**src/rtl/mult_seq_ctrl_pkg.sv**
```systemverilog
// Shared types and constants for the sequential multiplier controller.
package mult_seq_ctrl_pkg;

  typedef enum logic [1:0] {
    IDLE   = 2'd0,
    SETTLE = 2'd1,
    DONE   = 2'd2
  } stateT;

  localparam int DEFAULT_WIDTH         = 8;
  localparam int DEFAULT_SETTLE_CYCLES = 4;
  localparam int COUNT_WIDTH           = 4;

  // Multiplier cell: partial-product AND feeding a full adder.
  // Returns {carryOut, sumOut}.
  function automatic logic [1:0] multCell(
    input logic aBit,
    input logic bBit,
    input logic sumIn,
    input logic carryIn
  );
    logic pp;
    pp = aBit & bBit;
    return {(pp & sumIn) | (pp & carryIn) | (sumIn & carryIn), pp ^ sumIn ^ carryIn};
  endfunction

endpackage

```
**src/rtl/mult_seq_ctrl_if.sv**
```systemverilog
// Operand/result handshake bundle between a producer/consumer and the multiplier.
interface mult_seq_ctrl_if
  import mult_seq_ctrl_pkg::*;
#(
  parameter int WIDTH = DEFAULT_WIDTH
);
  logic               inValid;
  logic               inReady;
  logic [WIDTH-1:0]   multiplicandIn;
  logic [WIDTH-1:0]   multiplierIn;
  logic               outValid;
  logic               outReady;
  logic [2*WIDTH-1:0] productOut;
  logic               busy;

  // Producer/consumer side.
  modport master (
    output inValid, multiplicandIn, multiplierIn, outReady,
    input  inReady, outValid, productOut, busy
  );

  // Multiplier side.
  modport slave (
    input  inValid, multiplicandIn, multiplierIn, outReady,
    output inReady, outValid, productOut, busy
  );
endinterface

```
**src/rtl/mult_seq_ctrl_array.sv**
```systemverilog
// Purely combinational unsigned WIDTH x WIDTH array multiplier built from multCell.
// Each row adds one partial product to the running upper partial sum and
// retires one low product bit.
module ArrayMultiplier
  import mult_seq_ctrl_pkg::*;
#(
  parameter int WIDTH = DEFAULT_WIDTH
) (
  input  logic [WIDTH-1:0]   multiplicand,
  input  logic [WIDTH-1:0]   multiplier,
  output logic [2*WIDTH-1:0] product
);

  for (genvar gi = 0; gi < WIDTH; gi++) begin : rowGen
    logic [WIDTH-1:0] upperIn;
    logic [WIDTH-1:0] upperOut;
    logic [WIDTH-1:0] rowSums;
    logic             rowCarry;
    logic [1:0]       cellOut;

    if (gi == 0) begin : firstRow
      assign upperIn = '0;
    end else begin : nextRow
      assign upperIn = rowGen[gi-1].upperOut;
    end

    // Ripple the cells of this row and shift the partial sum down by one bit.
    always_comb begin
      rowSums  = '0;
      rowCarry = 1'b0;
      cellOut  = '0;
      for (int j = 0; j < WIDTH; j++) begin
        cellOut    = multCell(multiplicand[j], multiplier[gi], upperIn[j], rowCarry);
        rowSums[j] = cellOut[0];
        rowCarry   = cellOut[1];
      end
      upperOut = {rowCarry, rowSums[WIDTH-1:1]};
    end

    assign product[gi] = rowSums[0];
  end

  assign product[2*WIDTH-1:WIDTH] = rowGen[WIDTH-1].upperOut;

endmodule

```
**src/rtl/mult_seq_ctrl.sv**
```systemverilog
// Sequential controller around a combinational array multiplier: captures an
// operand pair, waits a fixed settle time, registers the product and holds it
// until the consumer takes it.
module mult_seq_ctrl
  import mult_seq_ctrl_pkg::*;
#(
  parameter int WIDTH         = DEFAULT_WIDTH,
  parameter int SETTLE_CYCLES = DEFAULT_SETTLE_CYCLES
) (
  input logic            clock,
  input logic            resetN,
  mult_seq_ctrl_if.slave bus
);

  localparam logic [COUNT_WIDTH-1:0] COUNT_LOAD = COUNT_WIDTH'(SETTLE_CYCLES - 1);

  stateT                  stateReg;
  logic [COUNT_WIDTH-1:0] countReg;
  logic [WIDTH-1:0]       multiplicandReg;
  logic [WIDTH-1:0]       multiplierReg;
  logic [2*WIDTH-1:0]     productReg;
  logic [2*WIDTH-1:0]     arrayProduct;
  logic                   inReadyReg;
  logic                   outValidReg;
  logic                   busyReg;

  // Array inputs come only from the captured operands, which stay frozen until IDLE.
  ArrayMultiplier #(.WIDTH(WIDTH)) arrayMult (
    .multiplicand (multiplicandReg),
    .multiplier   (multiplierReg),
    .product      (arrayProduct)
  );

  // Control FSM; handshake outputs are registered alongside the state they decode.
  always_ff @(posedge clock) begin
    if (!resetN) begin
      stateReg        <= IDLE;
      countReg        <= '0;
      multiplicandReg <= '0;
      multiplierReg   <= '0;
      productReg      <= '0;
      inReadyReg      <= 1'b1;
      outValidReg     <= 1'b0;
      busyReg         <= 1'b0;
    end else begin
      case (stateReg)
        IDLE: begin
          if (bus.inValid) begin
            multiplicandReg <= bus.multiplicandIn;
            multiplierReg   <= bus.multiplierIn;
            countReg        <= COUNT_LOAD;
            stateReg        <= SETTLE;
            inReadyReg      <= 1'b0;
            busyReg         <= 1'b1;
          end
        end
        SETTLE: begin
          if (countReg != '0) begin
            countReg <= countReg - 4'd1;
          end else begin
            productReg  <= arrayProduct;
            stateReg    <= DONE;
            outValidReg <= 1'b1;
          end
        end
        DONE: begin
          if (bus.outReady) begin
            stateReg    <= IDLE;
            outValidReg <= 1'b0;
            inReadyReg  <= 1'b1;
            busyReg     <= 1'b0;
          end
        end
        default: begin
          stateReg    <= IDLE;
          countReg    <= '0;
          inReadyReg  <= 1'b1;
          outValidReg <= 1'b0;
          busyReg     <= 1'b0;
        end
      endcase
    end
  end

  assign bus.inReady    = inReadyReg;
  assign bus.outValid   = outValidReg;
  assign bus.busy       = busyReg;
  assign bus.productOut = productReg;

endmodule

```
**src/flat_wrapper.sv**
```systemverilog
// flat-port wrapper written by rule: the top's interface ports become plain ports
module mult_seq_ctrl_flat import mult_seq_ctrl_pkg::*;
#(
  parameter int WIDTH         = DEFAULT_WIDTH,
  parameter int SETTLE_CYCLES = DEFAULT_SETTLE_CYCLES
)
  (clock, resetN, bus_inValid, bus_multiplicandIn, bus_multiplierIn, bus_outReady, bus_inReady, bus_outValid, bus_productOut, bus_busy);
  mult_seq_ctrl_if #(.WIDTH(WIDTH)) bus_i ();
  input logic clock;
  input logic resetN;
  input wire logic [$bits(bus_i.inValid)-1:0] bus_inValid;
  input wire logic [$bits(bus_i.multiplicandIn)-1:0] bus_multiplicandIn;
  input wire logic [$bits(bus_i.multiplierIn)-1:0] bus_multiplierIn;
  input wire logic [$bits(bus_i.outReady)-1:0] bus_outReady;
  output wire logic [$bits(bus_i.inReady)-1:0] bus_inReady;
  output wire logic [$bits(bus_i.outValid)-1:0] bus_outValid;
  output wire logic [$bits(bus_i.productOut)-1:0] bus_productOut;
  output wire logic [$bits(bus_i.busy)-1:0] bus_busy;
  assign bus_i.inValid = bus_inValid;
  assign bus_i.multiplicandIn = bus_multiplicandIn;
  assign bus_i.multiplierIn = bus_multiplierIn;
  assign bus_i.outReady = bus_outReady;
  assign bus_inReady = bus_i.inReady;
  assign bus_outValid = bus_i.outValid;
  assign bus_productOut = bus_i.productOut;
  assign bus_busy = bus_i.busy;
  mult_seq_ctrl #(.WIDTH(WIDTH), .SETTLE_CYCLES(SETTLE_CYCLES)) u_core (.clock(clock), .resetN(resetN), .bus(bus_i));
endmodule
```
**config.mk**
```make
export PLATFORM = sky130hd
export DESIGN_NAME = mult_seq_ctrl_flat
export DESIGN_NICKNAME = d
export VERILOG_FILES = /design/src/rtl/mult_seq_ctrl_pkg.sv /design/src/rtl/mult_seq_ctrl_if.sv /design/src/rtl/mult_seq_ctrl_array.sv /design/src/rtl/mult_seq_ctrl.sv /design/src/flat_wrapper.sv
export SDC_FILE = /design/constraint.sdc
export NUM_CORES = 1
export LEC_CHECK = 0
export CELL_PAD_IN_SITES_DETAIL_PLACEMENT = 1
export CELL_PAD_IN_SITES_GLOBAL_PLACEMENT = 2
export CORE_UTILIZATION = 36
export CTS_BUF_LIST = sky130_fd_sc_hd__clkbuf_4
export DETAILED_ROUTE_END_ITERATION = 7
export PLACE_DENSITY = 0.93
export SYNTH_ARGS = -nofsm -noshare
export SYNTH_HDL_FRONTEND = slang
export SYNTH_HIERARCHICAL = 1
export SYNTH_SLANG_ARGS = --single-unit
```
**constraint.sdc**
```tcl
create_clock -name clock -period 12.1 [get_ports clock]
set_input_delay 2.42 -clock clock [delete_from_list [all_inputs] [get_ports clock]]
set_output_delay 2.42 -clock clock [all_outputs]
set_load 0.01 [all_outputs]
```
; Word level (Yosys, flattened, before mapping)
; Index checks and enable logic that the tools add are counted.
[classes]
reduce_logical = 8
n_mux = 15
addsub = 1
n_eq_ne = 6
n_mul = 0
magnitude_cmp = 0
div = 0
n_shift = 0
bitwise_logic = 420
[ops]
columns = op, n
row1 = $and 1x1->1, 216
row2 = $xor 1x1->1, 104
row3 = $or 1x1->1, 96
row4 = $pmux 4 s3, 1
row5 = $reduce_and 3->1, 4
row6 = $pmux 1 s3, 3
row7 = $mux 4, 2
row8 = $mux 2, 3
row9 = $ne 2x2->1 const B, 3
row10 = $pmux 2 s3, 1
row11 = $mux 1, 5
row12 = $not 1->1, 4
row13 = $reduce_and 2->1, 2
row14 = $reduce_bool 4->1, 1
row15 = $sub 4x1->4 const B, 1
row16 = $eq 2x1->1 const B, 1
row17 = $eq 2x2->1 const B, 1
row18 = $logic_not 2->1, 1
row19 = $ne 2x1->1 const B, 1
[totals]
regBits = 41
rom_bits = 0
in_bits = 20
word_cells = 458
ram_bits = 0
latchBits = 0
out_inout_bits = 19
n_memories = 0

; Logic depth before layout (Yosys ltp)
[logic_depth]
depth_word = 52
depth_mapped = 30
mapped_depth_nobuf = 29

; Hierarchy
; Netlist, hierarchy kept.
[modules_own_cells]
columns = mod, n_inst, area_per_inst_um2, seq_area_each_um2, cells_each
row1 = mult_seq_ctrl, 1, 1620.3, 820.8, 196
row2 = ArrayMultiplier, 1, 1519.0, 0.0, 147

; Worst setup path before layout
; OpenSTA, ideal clock, no wires.
[synth_timing]
path_kind = reg2reg
start = reg u_core.multiplierReg[0]
end = reg u_core.productReg[15], in the netlist u_core/bus.productOut[15]
setup_ns = 0.132
n_path_buf = 1
stages_incl_launch_ff = 31
path_slack_ns = 2.953
period_less_slack_ns = 9.147
required_time_ns = 11.968
arrival_time_ns = 9.015
cell_sequence = dfxtp_1 and2_1 ha_1 inv_1 fa_1 fa_1 inv_1 fa_1 fa_1 fa_1 fa_1 fa_1 fa_1 inv_1 fa_1 inv_1 fa_1 fa_1 fa_1 fa_1 fa_1 inv_1 fa_1 fa_1 inv_1 fa_1 fa_1 fa_1 buf_4 nand3_1 a21oi_1
[synth_between]
elab_chain_len = 52
word_cells_on_any_way = 338
cone_classes = bitwise (338)
[synth_lines]
columns = item, line
row1 = start: declaration, mult_seq_ctrl.sv:20  ; logic [WIDTH-1:0] multiplierReg;
row2 = start signal: assignment, mult_seq_ctrl.sv:50  ; multiplierReg <= bus.multiplierIn;
row3 = $and 1x1->1, mult_seq_ctrl_pkg.sv:23  ; pp = aBit & bBit;
row4 = $and 1x1->1 (2 in a row), mult_seq_ctrl_pkg.sv:24  ; return {(pp & sumIn) | (pp & carryIn) | (sumIn & carryIn), pp ^ sumIn ^ carryIn};
row5 = $or 1x1->1 (2 in a row), mult_seq_ctrl_pkg.sv:24
row6 = $and 1x1->1, mult_seq_ctrl_pkg.sv:24
row7 = $or 1x1->1 (2 in a row), mult_seq_ctrl_pkg.sv:24
row8 = $and 1x1->1, mult_seq_ctrl_pkg.sv:24
row9 = $or 1x1->1 (2 in a row), mult_seq_ctrl_pkg.sv:24
row10 = $and 1x1->1, mult_seq_ctrl_pkg.sv:24
row11 = [31 not listed], -
row12 = $and 1x1->1, mult_seq_ctrl_pkg.sv:24
row13 = $or 1x1->1 (2 in a row), mult_seq_ctrl_pkg.sv:24
row14 = $and 1x1->1, mult_seq_ctrl_pkg.sv:24
row15 = $or 1x1->1 (2 in a row), mult_seq_ctrl_pkg.sv:24
row16 = $and 1x1->1, mult_seq_ctrl_pkg.sv:24
row17 = $or 1x1->1, mult_seq_ctrl_pkg.sv:24
row18 = $or 1x1->1 *, mult_seq_ctrl_pkg.sv:24
row19 = named net u_core.arrayMult.rowGen[7].rowCarry, mult_seq_ctrl_array.sv:18  ; logic rowCarry;
row20 = end signal: assignment, mult_seq_ctrl.sv:61  ; productReg <= arrayProduct;
row21 = end: declaration, mult_seq_ctrl.sv:21  ; logic [2*WIDTH-1:0] productReg;
; Mark *: on every way through the listed nets, which the timed path passes. The rest lies on a longest branch.
; A chain may end at the register's enable or synchronous reset.

; Worst setup path after layout
[layout_timing]
start = reg u_core.multiplierReg[0]
end = reg u_core.productReg[14], in the netlist u_core/bus.productOut[14]
[layout_between]
elab_chain_len = 50
word_cells_on_any_way = 335
cone_classes = bitwise (335)
[layout_lines]
columns = item, line
row1 = $and 1x1->1, mult_seq_ctrl_pkg.sv:23
row2 = $and 1x1->1 (2 in a row), mult_seq_ctrl_pkg.sv:24
row3 = $or 1x1->1 (2 in a row), mult_seq_ctrl_pkg.sv:24
row4 = $and 1x1->1, mult_seq_ctrl_pkg.sv:24
row5 = $or 1x1->1 (2 in a row), mult_seq_ctrl_pkg.sv:24
row6 = $and 1x1->1, mult_seq_ctrl_pkg.sv:24
row7 = $or 1x1->1 (2 in a row), mult_seq_ctrl_pkg.sv:24
row8 = $and 1x1->1, mult_seq_ctrl_pkg.sv:24
row9 = [28 not listed], -
row10 = $and 1x1->1, mult_seq_ctrl_pkg.sv:24
row11 = $or 1x1->1 (2 in a row), mult_seq_ctrl_pkg.sv:24
row12 = $and 1x1->1, mult_seq_ctrl_pkg.sv:24
row13 = $or 1x1->1 (2 in a row), mult_seq_ctrl_pkg.sv:24
row14 = $and 1x1->1, mult_seq_ctrl_pkg.sv:24
row15 = $or 1x1->1 (2 in a row), mult_seq_ctrl_pkg.sv:24
row16 = $xor 1x1->1 *, mult_seq_ctrl_pkg.sv:24
row17 = named net u_core.arrayProduct[14], mult_seq_ctrl.sv:22  ; logic [2*WIDTH-1:0] arrayProduct;
; Marked as above.

==> metrics.md <==
| Metric | Value |
|---|---|
| Outcome | `completed` |
| Sw Pwr | `between 0.1 and 0.15 mW` |
| Syn. warnings | `6` |
| Sequential fraction of the synthesis area | `a little over a quarter` |
| Worst Reg2Reg Path Length in Cells | `27` |
| Core Region | `approximately 8300 um2` |
| Cell Area, Synth | `about 3100 um2` |
| Iteration-0 DRC Markers | `28` |
| Int Pwr | `0.219 mW` |
| #FFs+latches synth | `around 40` |
| Via Count | `around 2400` |
| Period utilization | `just over 80%` |
| Max transition margin | `around a quarter` |
| Peak supply drop | `between 0.00005 and 0.00006 V` |
| Synth Flop Type | `dfxtp_1` |
| Worst setup path startpoint | `u_core/multiplierReg[0]` |
| R2R Setup Slk | `2.34 ns` |
| Switching portion of total power | `32.1%` |
| Area delta synth->final | `16.2%` |
| Least-Margin Pin Slew | `between 1 and 1.5 ns` |
| Critical Path AT | `10.04 ns` |
| CTS root buffer | `clkbuf_4` |
| Clk Latency, worst-skew pair | `0.35 ns` |
| DIE HEIGHT | `roughly 95 um` |
| DR WL/cell | `~14 um` |
| Power per cell area | `88.4 nW/um2` |
| Placed Area | `roughly 3600 um2` |
| Critical path depth | `27` |
| Final hold violations | `0` |
| Clock power frac | `approximately 28%` |
| Max cap viols | `0` |
| Clk_skew | `~0.018 ns` |
| Post-DRT Antenna Nets | `0` |
| RSZ-0062 raised after global routing | `false` |
| Cells after Synth | `343` |
| # hold bufs at CTS | `0` |
| Worst r2r src | `u_core/multiplierReg[0]` |
| Post-synth cell types | `32` |
| Antenna diode count | `0` |
| Post-synth EDFFs | `0` |
| PortBufs | `38` |
| Post-synth top cells | `57 x nand2_1, 48 x fa_1, 45 x and2_1` |
| Vias in the first global route | `2494` |
| Yosys top cell by area | `fa_1` |
| # IOs | `39` |
| Delay-heaviest family, CP | `adder cells` |
| Max Clk Rate | `around 0.10 GHz` |
| Comb pwr share | `between 20% and 30%` |
| Mapped Nets | `around 420` |
| Most common cell in the netlist | `nand2_1` |
| DRC | `0` |
| Top cell type's share of synthesized area | `approximately 30%` |
| Total track usage | `between 15 and 20%` |
| Worst r2r dst | `u_core/bus.productOut[14]` |
| Number of antenna violations at the first check in global routing | `0` |
| CP endpoint | `u_core/bus.productOut[14]` |
| Share of layout cells above drive strength 1 | `2.95%` |
| Post-Place Cells | `470` |
| Post-route setup TNS | `0 ns` |
| Full die area | `a little over 9000 um2` |
| Final Wtd Congestion | `roughly 0.75` |
| CP max stage delay | `~0.56 ns` |
| Top cells by area, synth | `fa_1 31%, dfxtp_1 26%, and2_1 9.0%` |
| Final Setup Violations | `0` |
| CTS tree | `done` |
| CP max FO | `9` |
| Post-CTS Setup Inserts | `0` |
| Post-CTS sizing | `0` |
| Maximum clock path buffer count | `2` |
| Crit path top cell by count | `fa_1` |
| Congestion Overflow GR | `0` |
| Min Tclk post-route | `between 9 and 10 ns` |
| Worst Hold Class | `flop to flop` |
| Largest net degree at the start of global routing | `38` |
| Slowest stage cell, crit path | `dfxtp_1` |
| Req. time, crit path | `between 10 and 15 ns` |
| Rows | `33` |
| First-pass iteration count of the detailed router | `4` |
| DIE WIDTH | `95.4 um` |
| LEAKAGE | `approximately 1.5 nW` |
| Async SR Flop Fraction | `0%` |
| Syn Area/Cell | `a little over 9 um2` |
| Worst-path clk slew | `between 0.1 and 0.15 ns` |
| First-pass GRT wire length | `roughly 12000 um` |
| Worst Setup End Kind | `flop` |
| Crit path kind | `flop to flop` |
| Clock buffer count from CTS | `5` |
| Drt total wl | `6640 um` |
| Via density per instance | `between 5 and 6` |
| Clk sink count | `41` |
| Sequential Power Share | `between 40% and 50%` |
| Htree depth | `2` |
| Hpwl dp | `between 5000 and 6000 um` |
| Hold slack final | `~0.47 ns` |
| Non-Filler Instances | `between 400 and 500` |
| Final nets | `450` |
| Initial Util | `a little under two fifths` |
| Worst setup SP type | `flop` |
| Final Instance Area | `3650 um2` |
| Worst path bufs/invs | `4` |
| Final Max Slew Viols | `0` |
worst register-to-register path, delay by kind of cell (launching register included):
kind	cells	cell delay [ns]
AND/OR/NAND/NOR	2	0.27
flip-flops	1	0.56
adder cells (fa/ha/maj)	20	8.47
buffers and inverters	4	0.20
AO/OA/AOI/OAI	1	0.16
power groups by stage:
stage | Combinational (mW) | Clock [mW] | Sequential, mW
after floorplan | 0.0563 | 0 | 0.156
after global placement | 0.0729 | 0 | 0.162
after detailed placement | 0.0755 | 0 | 0.163
after CTS | 0.0760 | 0.0929 | 0.160
after global routing | 0.0854 | 0.0982 | 0.162
final | 0.0743 | 0.0890 | 0.159
per-layer routing:
| layer | track usage, % | vias up | part of all wire, % |
|---|---|---|---|
| met5 | 0 | - | 0 |
| met4 | 3.23 | 0 | 0.71 |
| met3 | 3.35 | 4 | 2.9 |
| met2 | 29.2 | 32 | 50 |
| met1 | 21.1 | 1202 | 47 |
| li1 | - | 1156 | - |
how the worst min path moves through the flow:
stage | to | slack [ns] | cells past startpoint | startpoint
final | u_core/bus.outValid | 0.47 | 2 | u_core/bus.outValid
after global routing | u_core/bus.outValid | 0.50 | 2 | u_core/bus.outValid
after CTS | u_core/bus.outValid | 0.47 | 2 | u_core/bus.outValid
after detailed placement | u_core/bus.outValid | 0.45 | 2 | u_core/bus.outValid
after global placement | u_core/bus.outValid | 0.45 | 2 | u_core/bus.outValid
after floorplan | u_core/countReg[1] | 0.48 | 2 | u_core/countReg[1]
sequential cells by signal, indices dropped and copies added (netlist names):
register and cells:
u_core/multiplierReg 8, u_core/bus.productOut 16, u_core/bus.outValid 1, u_core/countReg 4, u_core/bus.inReady 1, u_core/stateReg 2
u_core/bus.busy 1, u_core/multiplicandReg 8
layout by cell type (no fill, tap or decap), types with 2 or more instances in the layout:
cell type and n:
nand2_1 57, nor2b_1 2, fa_1 48, clkdlybuf4s50_1 38, nand3_1 17, nand2b_1 2
nor2_1 3, a21oi_1 38, o21ai_0 18, dfxtp_1 41, or3b_1 2, and2_1 45
ha_1 10, clkbuf_4 6, inv_1 29, or3_1 2
area by class of cell:
cell class / instances / area (um2)
Sequential cell: 41 / 821
Tap cell: 105 / 131
Timing Repair Buffer: 38 / 380
Clock buffer: 6 / 45.0
Inverter: 30 / 113
Multi-Input combinational cell: 256 / 2120
Fill cell: 970 / 4690
Clock inverter: 2 / 33.8
kinds of logic after synthesis:
group | count (synthesis) | share of synthesized area (%)
buffers and inverters | 46 | 6.34
adders and majority gates | 58 | 34.6
DFF | 41 | 26.1
AOI/OAI and AO/OA | 61 | 10.1
and+or+nand+nor | 137 | 22.8
stage by stage:
stage / setup WS (ns) / power [mW] / util, %
2_1_floorplan: 2.95 / 0.213 / -
3_3_place_gp: 2.55 / 0.235 / 42.8
3_5_place_dp: 2.31 / 0.239 / 42.8
4_1_cts: 2.28 / 0.329 / 43.7
5_1_grt: 1.96 / 0.346 / 43.7
6_report: 2.34 / 0.323 / 43.7
(Power assumes the default switching activity.)
==> variant 1: new RTL, same settings <==
Encoding of `stateT`: now one-hot (3 bits for 3 states).
--- a/src/rtl/mult_seq_ctrl_pkg.sv
+++ b/src/rtl/mult_seq_ctrl_pkg.sv
@@ -2,8 +2,8 @@
 package mult_seq_ctrl_pkg;
 
-  typedef enum logic [1:0] {
-    IDLE   = 2'd0,
-    SETTLE = 2'd1,
-    DONE   = 2'd2
+  typedef enum logic [2:0] {
+    IDLE   = 3'b001,
+    SETTLE = 3'b010,
+    DONE   = 3'b100
   } stateT;
 
Behaviour: same outputs for any inputs over 4 cycles, from zero or initial values and one cycle with resetN low; so few cycles prove little.
==> variant 1 against the original RTL <==
The flow now finishes with violations (DRC); sequential cell count up 1; sequential share of layout area down 0.40 points; routed wire length up 8.9%; worst setup slack better by 91 ps; final area up 4.3%; power down 11%; synthesized area up 5.2%; critical endpoint unchanged; highest routed layer unchanged.
==> variant 1: results (changes against the original RTL) <==
- Peak supply drop: 0.03741 mV (-33%)
- Final WL: 7.229 mm (+8.9%)
- Placed insts: 488 (+3.8%)
- LEAKAGE: 1.616 nW (+4.4%)
- Last weighted congestion value of the routability-driven placer: 0.7672 (+2.5%)
- Hold Slack: 461.8 ps (-4.046 ps)
- Post-DP HPWL: 5.863 mm (+8.6%)
- HP Start: u_core/bus.productOut[15]$_SDFFE_PN0P_
- Total Routing Usage GR: 17.08% (+0.51 points)
- Seq/Total Area, Yosys: 25.45% (-0.69 points)
- Synth Register Bits: 42 (+2.4%)
- Synth area leaders: fa_1 (29%), dfxtp_1 (25%), nand2_1 (9.8%)
- GR Layer Usage met1: 21.34% (+0.27 points)
- M1 WL: 3.299 mm (+6.6%)
- Met2 Resource Use GR: 31.53% (+2.4 points)
- Area of the multi-input gates: 2282 µm² (+7.4%)
- Failing checks: DRC
- Via-to-Cell Ratio: 4.877 (-2.6%)
- Proportion of layout cells with a drive suffix above 1: 3.866% (+0.92 points)
- Nets: 465 (+3.3%)
- Non-clock buffer share: 9.997% (-0.43 points)
- Multi-input gates: 270 (+5.5%)
- Fillers: 1025 (+5.7%)
- Flip-flop and latch area: 840.8 µm² (+2.4%)
- Sw frac: 30.92% (-1.2 points)
- Clock Power: 0.0000706 W (-21%)
- Crit path DAT: 9940 ps (-100 ps)
- Worst R2R Setup Slack: 2430 ps (+90 ps)
- Vias in the first global route: 2644 (+6.0%)
- Hold EP: u_core/bus.productOut[15]$_SDFFE_PN0P_
- Skew final: 6.267 ps (-12.19 ps)
- First-pass GRT wire length: 13.01 mm (+11%)
- Post-synth cell types: 39 (+22%)
- Final std cells w/o fill: 496 (+3.8%)
- First drt pass iteration count: 6 (+2)
- Met3 wire length: 169 µm (-11%)
- Top cells by count, synth: nand2_1 (86), fa_1 (48), and2_1 (45), dfxtp_1 (42)
- Max transition margin: 19.97% (-4.7 points)
- Residual DRC: 4 (+4)
- Status: finished, violations left
-- variant 1: cell types whose count changed in the layout (fill, tap and decap cells not counted), sizes merged, moves of 2 or more --
cell,unedited run,this run
a21o,0,2
nor2b,2,0
o21ai,19,7
nand3,17,1
nand2,57,86
a21boi,0,35
a21oi,38,7
-- variant 1: per-stage QoR --
step	instance area, µm²	power (W)	worst slack [ps]
finish	3805	0.0002865	2432
detailed placement	3751	0.0002202	2362
global route	3805	0.0003084	1968
global placement	3751	0.0002172	2670
CTS	3805	0.0002934	2341
floorplan	3303	0.0001963	3029
-- variant 1: kinds of logic (layout without fill, tap and decap cells) --
group,count (synthesis),count (layout),share of synthesized area [%]
flip-flops,42,42,25.45
AND/OR/NAND/NOR,154,154,23.67
buffers and inverters,43,76,5.454
AO/OA/AOI/OAI,58,58,12.54
adder cells (fa/ha/maj),58,58,32.88
-- variant 1: tightest hold or removal path, cell delays in order (launching register included) --
cell      delay (ps)
dfxtp_1          330
nand2_1           50
a21boi_1          50
==> variant 2: new RTL, config.mk and constraints unchanged <==
Without the edit above. `DEFAULT_WIDTH`: 8 -> 10.
--- a/src/rtl/mult_seq_ctrl_pkg.sv
+++ b/src/rtl/mult_seq_ctrl_pkg.sv
@@ -8,5 +8,5 @@
   } stateT;
 
-  localparam int DEFAULT_WIDTH         = 8;
+  localparam int DEFAULT_WIDTH         = 10;
   localparam int DEFAULT_SETTLE_CYCLES = 4;
   localparam int COUNT_WIDTH           = 4;
Ports: changed (resized bus_multiplicandIn, bus_multiplierIn and bus_productOut); port bits go from 39 to 47. No check against the original RTL was run, so the function may have changed too.
==> variant 2 against the original RTL <==
Sequential cell count increased by 8; hold slack improved by 18 ps; highest routed layer unchanged; largest cell class unchanged; via count increased by 36%; count of clock-buffer cells in the layout increased by 1; power increased by 20%; final area increased by 42%; worst setup slack got worse by 2100 ps; largest power group unchanged; the flow now finishes with violations (DRC); synthesized area increased by 38%; cell count increased by 35%; routed wire length increased by 56%.
==> variant 2: results (changes against the original RTL) <==
- Total Routing Usage GR: 17.85% (+1.3 points)
- Fillers: 1302 (+34%)
- Seq/Total Area, Yosys: 22.65% (-3.5 points)
- Met2 Resource Use GR: 31.97% (+2.8 points)
- Failing checks: DRC
- Post-Syn Instances: 457 (+33%)
- Residual DRC: 3 (+3)
- WL met2: 5.532 mm (+67%)
- Nets: 615 (+37%)
- Last weighted congestion value of the routability-driven placer: 0.7581 (+1.3%)
- GR Layer Usage met1: 22.14% (+1.1 points)
- Placed Area: 4994 µm² (+40%)
- LEAKAGE: 2.092 nW (+35%)
- Worst Setup EP: u_core/bus.productOut[18]$_SDFFE_PN0P_
- Crit Path Max Fanout: 2 (-7)
- Crit path DAT: 12170 ps (+2130 ps)
- M3 GR Usage: 2.504% (-0.85 points)
- Synth area leaders: fa_1 (37%), dfxtp_1 (23%), and2_1 (11%)
- Antenna violations before repair: 1 (+1)
- Proportion of layout cells with a drive suffix above 1: 18.40% (+15 points)
- Max reg flops: 20 (+4)
- Net Sw Power: 0.0001417 W (+37%)
- Skew final: 14.47 ps (-3.983 ps)
- Status: finished, violations left
- 1st-iter DRT viols: 110 (+290%)
- Largest net degree at the start of global routing: 46 (+21%)
- Max transition margin: 44.63% (+20 points)
- Port Buf Inserts: 46 (+21%)
- Fin crit share: 98.05% (+17 points)
- Final WL: 10.36 mm (+56%)
- Top cells by count, synth: fa_1 (80), and2_1 (75), nand2_1 (71), dfxtp_1 (49), a21oi_1 (46)
- Clock transition at path regs: 150 ps (+30 ps)
- Peak supply drop: 0.04073 mV (-27%)
- Clk_lat worst skew: 380 ps (+30 ps)
- Placed insts: 635 (+35%)
- Hold Slack: 484.0 ps (+18.13 ps)
- Worst path slowest cell: fa_2
- Average wire per standard cell: 16.09 µm (+16%)
- Post-DP HPWL: 8.116 mm (+50%)
- First-pass GRT wire length: 17.54 mm (+49%)
- M1 WL: 4.413 mm (+43%)
- Worst R2R Setup Slack: 240 ps (-2100 ps)
## variant 2: changes by cell type in the layout (fill, tap and decap cells not counted), moves of 3 or more
cell             before  now
fa_2                  0   64
fa_1                 48   16
and2_1               45   74
nand2_1              57   71
buf_4                 0   10
clkdlybuf4s50_1      38   46
a21oi_1              38   45
dfxtp_1              41   47
inv_1                29   34
nand3_1              17   20
## variant 2: power groups by stage
| stage | logic (W) | clock network, W | registers [W] |
|---|---|---|---|
| after floorplan | 0.0000761 | 0 | 0.000187 |
| after detailed placement | 0.000116 | 0 | 0.000191 |
| after global placement | 0.000110 | 0 | 0.000190 |
| after global routing | 0.000133 | 0.0000929 | 0.000191 |
| after CTS | 0.000117 | 0.0000857 | 0.000188 |
| final | 0.000118 | 0.0000819 | 0.000188 |
## variant 2: final cells by class
class	instances	area share [%]
tap	143	3.457
clock inverter	1	0.1450
inverter	36	2.611
antenna	1	0.04834
clock buffer	7	1.015
multi-input combinational	350	63.16
timing repair buffer	57	10.56
sequential	49	19.00
## variant 2: logic make-up after synthesis
logic type      Yosys count  synth area share (%)
buf+inv                  58                 5.808
simple gates            185                 22.39
fa+ha+maj                92                 40.45
compound gates           73                 8.697
flops                    49                 22.65
## variant 2: critical path: cells and delay by family, from the launching register on
| family | cells | cell delay (ps) |
|---|---|---|
| adders and majority gates | 26 | 10760 |
| DFF | 1 | 400 |
| and+or+nand+nor | 2 | 240 |
| buffers and inverters | 4 | 230 |
| AOI/OAI and AO/OA | 1 | 140 |
## variant 2: timing repair
action / in CTS / in global routing
buffers inserted: 0 / 0
endpoints found under the setup margin: 3 / 3
resized for setup: 26 / 22
pin swaps: 17 / 34
